==> src/rtl/data_sync_hs.sv <==
// Receive side of a 4-phase req/ack CDC handshake: synchronises req, captures the
// quasi-static data bus, hands it to a valid/ready consumer and returns ack.
module data_sync_hs #(
    parameter int D_WIDTH     = 8,
    parameter int SYNC_STAGES = 2
) (
    input  logic               clk_i,
    input  logic               rst_i,
    input  logic               req_i,
    input  logic [D_WIDTH-1:0] data_i,
    output logic               ack_o,
    output logic [D_WIDTH-1:0] data_o,
    output logic               valid_o,
    input  logic               ready_i,
    output logic               busy_o,
    output logic               err_o
);

    typedef enum logic [1:0] {
        IDLE     = 2'd0,
        WAIT_RDY = 2'd1,
        WAIT_REL = 2'd2
    } state_t;

    state_t               state_q, state_d;
    logic [SYNC_STAGES-1:0] req_sync_q;
    logic                 req_s;
    logic                 ack_d, valid_d, err_d;
    logic [D_WIDTH-1:0]   data_d;

    generate
        if (SYNC_STAGES < 2 || SYNC_STAGES > 4) begin : g_bad_stages
            $error("data_sync_hs: SYNC_STAGES must be in 2..4");
        end
    endgenerate

    // Only req crosses through flops; data_i is trusted stable whenever req_s is high.
    always_ff @(posedge clk_i or posedge rst_i) begin
        if (rst_i) req_sync_q <= '0;
        else       req_sync_q <= {req_sync_q[SYNC_STAGES-2:0], req_i};
    end

    assign req_s = req_sync_q[SYNC_STAGES-1];

    always_ff @(posedge clk_i or posedge rst_i) begin
        if (rst_i) begin
            state_q <= IDLE;
            ack_o   <= 1'b0;
            valid_o <= 1'b0;
            data_o  <= '0;
            err_o   <= 1'b0;
            busy_o  <= 1'b0;
        end else begin
            state_q <= state_d;
            ack_o   <= ack_d;
            valid_o <= valid_d;
            data_o  <= data_d;
            err_o   <= err_d;
            busy_o  <= (state_d != IDLE);
        end
    end

    always_comb begin
        state_d = state_q;
        ack_d   = ack_o;
        valid_d = valid_o;
        data_d  = data_o;
        err_d   = err_o;
        case (state_q)
            IDLE: begin
                if (req_s) begin
                    data_d  = data_i;
                    valid_d = 1'b1;
                    state_d = WAIT_RDY;
                end
            end
            WAIT_RDY: begin
                // Early release is flagged but the word is still delivered and acked
                // so the sender never deadlocks.
                if (!req_s) err_d = 1'b1;
                if (valid_o && ready_i) begin
                    valid_d = 1'b0;
                    ack_d   = 1'b1;
                    state_d = WAIT_REL;
                end
            end
            WAIT_REL: begin
                if (!req_s) begin
                    ack_d   = 1'b0;
                    state_d = IDLE;
                end
            end
            default: begin
                state_d = IDLE;
                ack_d   = 1'b0;
                valid_d = 1'b0;
            end
        endcase
    end

endmodule

==> config.mk <==
export PLATFORM = sky130hd
export DESIGN_NAME = data_sync_hs
export DESIGN_NICKNAME = d
export VERILOG_FILES = /design/src/rtl/data_sync_hs.sv
export SDC_FILE = /design/constraint.sdc
export NUM_CORES = 1
export LEC_CHECK = 0
export CAP_MARGIN = 0
export CORE_ASPECT_RATIO = 0.7
export CORE_MARGIN = 4
export CORE_UTILIZATION = 25
export DETAILED_ROUTE_END_ITERATION = 6
export PLACE_DENSITY = 0.49
export SLEW_MARGIN = 20
export SYNTH_ARGS = -nofsm -noshare
export SYNTH_HDL_FRONTEND = slang
export SYNTH_SLANG_ARGS = --single-unit
==> constraint.sdc <==
create_clock -name clk_i -period 2.77 [get_ports clk_i]
set_input_delay 0.277 -clock clk_i [delete_from_list [all_inputs] [get_ports clk_i]]
set_output_delay 0.277 -clock clk_i [all_outputs]
set_load 0.005 [all_outputs]
=== Word level (Yosys, flattened, before mapping) ===
Index checks and enable logic that the tools add are counted.

* Flip-flop bits (word level): 16
* Logic and storage cells: 32
* Output and inout bits: 12
* Bits of input ports: 12

* Bitwise gates (word level): 3
* Mux-type cells: 10
* Eq/ne operators: 5
* Reductions and logical operators: 7

{| class="wikitable"
|+ Operators with widths
! cell !! number
|-
| $mux 2 || 3
|-
| $ne 2x2->1 const B || 3
|-
| $pmux 1 s3 || 2
|-
| $pmux 2 s3 || 1
|-
| $reduce_and 3->1 || 2
|-
| $mux 1 || 4
|-
| $reduce_and 2->1 || 2
|-
| $not 1->1 || 3
|-
| $eq 2x1->1 const B || 1
|-
| $eq 2x2->1 const B || 1
|-
| $logic_not 2->1 || 1
|-
| $reduce_bool 2->1 || 1
|-
| $logic_and 1x1->1 || 1
|}

=== Logic depth before layout (Yosys ltp) ===
* Depth after elaboration: 4
* Mapped depth: 3
* Gate-level depth less buffers: 3

=== Worst setup path before layout ===
Ideal clock, no wire load.

* Path kind: reg2reg
* From: register state_q[0]
* To: register data_o[0]
* Required time: 2.645 ns
* Stages on the path, launching flop included: 4
* Setup time: 0.125 ns
* Clock period less this slack: 1.161 ns
* Path buffers: 0
* Setup slack: 1.609 ns
* Arrival: 1.036 ns
* Cell sequence: dfrtp_1 -> nand2b_4 -> nor2_8 -> mux2_4

* Word-level cells in the longest chain between the ends: 2

{| class="wikitable"
|+ Ends and longest elaborated chain
! element !! RTL line !! RTL
|-
| from (decl) || 25 || <nowiki>state_t state_q, state_d;</nowiki>
|-
| from (signal assigned) || 54 || <nowiki>state_q <= state_d;</nowiki>
|-
| $logic_not 2->1 || 69 || <nowiki>case (state_q)</nowiki>
|-
| $reduce_and 2->1 (no source line) || - ||
|-
| to (signal assigned) || 57 || <nowiki>data_o <= data_d;</nowiki>
|-
| to (decl) || 12 || <nowiki>output logic [D_WIDTH-1:0] data_o,</nowiki>
|}

Every way passes these cells.
A chain may end at the register's enable or synchronous reset.

=== Worst setup path after layout ===
* From: register valid_o
* To: output port valid_o

{| class="wikitable"
|+ RTL lines
! element !! RTL line !! RTL
|-
| from (decl) || 13 || <nowiki>output logic valid_o,</nowiki>
|-
| from (signal assigned) || 56 || <nowiki>valid_o <= valid_d;</nowiki>
|}

No word-level cell between the ends.

==> metrics.csv <==
stage,metric,value,unit
global_routing,met3 Resource Use GR,0.05909,
global_routing,gr ovfl total,0,
logic_synthesis,biggest area consumer among synthesized cells,dfrtp_1,
logic_synthesis,Synth Area in Adders,0,
setup_path,Critical Path End Type,output port,
detailed_routing,DRT iter0 DRCs,7,
placement,setup slack at placement,1.521,ns
die,IO Count,24,
sta,max_slew headroom,0.6066,
sta,setup TNS,0,ns
detailed_routing,Avg WL per Cell,11.23,microns
detailed_routing,Post-Route WL,1123,microns
detailed_routing,1st-pass router iterations,2,
power,Leak Pwr,0.4078,nW
setup_path,worst endpoint required time,2.49,ns
power,Peak VDD IR,0.4113,mV
global_routing,GRT Util Overall,0.07754,
cells_and_area,layout cells sized above 1,0.2059,
logic_synthesis,area share of the largest cell type after synthesis,0.6400,
die,Core Rows,14,
power,Flop pwr share,0.416,
clocking,CTS buffer count,3,
setup_path,Crit Path Max Fanout,4,
global_routing,number of global-route vias before repair,414,
global_routing,grt peak-use layer,met1,
global_routing,met2 usage,0.09693,
sta,max-slew violation count,0,
logic_synthesis,area fraction in compound gates after synthesis,0.06000,
detailed_routing,Vias/cell,3.970,
logic_synthesis,"FF+latch count, synth",16,
clocking,root buf cell,clkbuf_4,
global_routing,met1 Use GR,0.1028,
logic_synthesis,Synth Area in Simple Gates,0.09600,
logic_synthesis,Ys Warns,0,
placement,post-detail-place hpwl,852.4,microns
sta,clock skew,0.001607,ns
power,P per Cell Area,1035,nW/um^2
setup_path,critical path cell sequence,clkdlybuf4s50_1,
die,Die Ht,49.86,microns
global_routing,antenna violations before repair,0,
clocking,CTS Hold Bufs,0,
sta,Slew @ Worst Pin,0.5894,ns
setup_path,slowest cell delay on critical path,0.52,ns
cells_and_area,Area Overhead vs Synth,49.00,%
logic_synthesis,"top cells by area, synth","dfrtp_1 (64%), mux2_4 (19%), nand2_1 (3.6%)",
setup_path,R2R Setup Slk,1.53,ns
global_routing,largest net degree at the start of global routing,17,
logic_synthesis,XOR/XNOR Fraction of Synth Area,0,
setup_path,crit start category,flip-flop,
setup_path,"slowest stage cell, crit path",clkdlybuf4s50_1,
clocking,post_cts resized,0,
sta,final setup margin,1.291,ns
clocking,H-tree depth,1,
logic_synthesis,largest family of logic cells by synthesized area,multiplexers,
power,share of power burned in combinational logic,0.429,
sta,Tcrit/Tclk final,0.5339,
clocking,Clock Path Buffers,2,
logic_synthesis,post-synthesis mux area share,0.1920,
power,Clk network pwr share,0.155,
cells_and_area,n_diodes,0,
setup_path,CP top delay family,buffers and inverters,
die,Die ar.,3380,sq um
hold_path,Tightest Hold Check Type,input pin to asynchronous set/reset pin,
setup_path,Crit path buffers/inverters,1,
sta,final hold vios,0,
power,Psw,0.2675,mW
logic_synthesis,Post-Syn Nets,53,
sta,Max Freq,676.2,MHz
die,core box area,2260,sq um
die,DIE WIDTH,67.79,microns
die,Initial Utilization,0.2769,
setup_path,CP arrival,1.20,ns
cells_and_area,Final nets,81,
sta,RSZ-0062 raised after global routing,no,
sta,"Min Clock Period, post-route",1.479,ns
outcome,status,"complete, no violations",
flow_run,Max Cap Viol,0,
detailed_routing,remaining antenna violation count after routing,0,
setup_path,WS Path Type,flip-flop to output port,
logic_synthesis,Syn Area/Cell,15.26,sq um
placement,gpl congestion,0.7588,
logic_synthesis,cell count after synthesis,41,
sta,# setup viols final,0,
detailed_routing,DRC errors left,0,
clocking,Sink Count,16,
clocking,CTS tree,built,
placement,Port Buffers,23,
clocking,setup bufs post-CTS,0,
global_routing,first-pass GRT wire length,1869,microns
logic_synthesis,Mapped Area,625.6,sq um
logic_synthesis,Netlist cell types,12,
power,Internal Power,0.6975,mW
detailed_routing,vias post-DR,397,
clocking,Worst-path clk slew,0.09,ns
power,sw frac,0.2772,
clocking,clock latency on the worst-skew pair,0.28,ns
logic_synthesis,"Seq/Total Area, Yosys",0.6400,
==> state kept, by name, indices dropped and copies added (netlist names) <==
| name | cells |
|---|---|
| data_o | 8 |
| req_sync_q | 2 |
| state_q | 2 |
| ack_o | 1 |
| busy_o | 1 |
| err_o | 1 |
| valid_o | 1 |
==> final timing paths <==
| path | startpoint | end | cells after the start |
|---|---|---|---|
| min in group clk_i | req_sync_q[0] | req_sync_q[1] | 0 |
| setup / recovery | valid_o | valid_o | 1 |
| hold reg to reg | req_sync_q[0] | req_sync_q[1] | 0 |
| hold / removal | rst_i | data_o[3] | 2 |
| max in group asynchronous | rst_i | data_o[0] | 2 |
| setup reg to reg | state_q[0] | data_o[0] | 3 |
==> through the flow <==
stage | cell area, sq um | power [mW] | util | hold slack (ns) | cells
final | 932.1 | 0.9650 | 0.4125 | 0.3530 | 100
after global routing | 932.1 | 1.038 | 0.4125 | 0.3832 | 100
after CTS | 932.1 | 0.9820 | 0.4125 | 0.3650 | 100
after detailed placement | 895.9 | 0.8247 | 0.3965 | 0.3440 | 96
after global placement | 895.9 | 0.8274 | 0.3965 | 0.3340 | 96
after floorplan | 625.6 | 0.6084 | - | 0.1907 | 41
==> synthesized netlist by cell type, drive strengths merged <==
master,number
inv,2
dfrtp,16
nor2,2
o22ai,1
mux2,8
o21ai,1
nand2,6
o2bb2ai,1
a21oi,2
nand2b,1
o21bai,1
==> area by class of cell <==
cell class	count	area (sq um)
multi-input cells	23	217.7
fillers	204	1328
clock buffers	4	36.28
flip-flops and latches	16	400.4
well taps	32	40.04
inverters	2	7.507
repair buffers	23	230.2
==> power by group through the flow <==
stage	Clock (mW)	Combinational (mW)	Sequential, mW
5_1_grt	0.171	0.450	0.417
6_report	0.149	0.414	0.402
4_1_cts	0.157	0.422	0.403
3_3_place_gp	0	0.418	0.409
2_1_floorplan	0	0.204	0.405
3_5_place_dp	0	0.421	0.403
==> worst register-to-register path, cell delays in order (launching register included) <==
cell	delay, ns
dfrtp_1	0.41
nand2b_4	0.19
nor2_8	0.21
mux2_4	0.32
==> routing by layer <==
| metal | routed length [microns] | up-vias | part of all wire |
|---|---|---|---|
| met5 | 0 | - | 0 |
| met4 | 0 | 0 | 0 |
| met3 | 129 | 0 | 0.11 |
| met2 | 464 | 18 | 0.41 |
| met1 | 529 | 186 | 0.47 |
| li1 | - | 193 | - |
==> cell usage in the layout (no fill, tap or decap) <==
| master | instances |
|---|---|
| inv_1 | 2 |
| clkbuf_4 | 3 |
| clkdlybuf4s50_1 | 23 |
| nand2_1 | 6 |
| mux2_4 | 8 |
| nor2_1 | 1 |
| o21bai_1 | 1 |
| nand2b_4 | 1 |
| nor2_8 | 1 |
| a21oi_1 | 2 |
| o2bb2ai_1 | 1 |
| clkbuf_8 | 1 |
| o21ai_0 | 1 |
| o22ai_1 | 1 |
| dfrtp_1 | 16 |
==> cells by family (layout without fill, tap and decap cells) <==
family,Yosys count,count (layout)
mux,8,8
simple gates,9,9
flops,16,16
buf+inv,2,29
compound gates,6,6
Note: power is estimated with default switching activity, not from simulation.
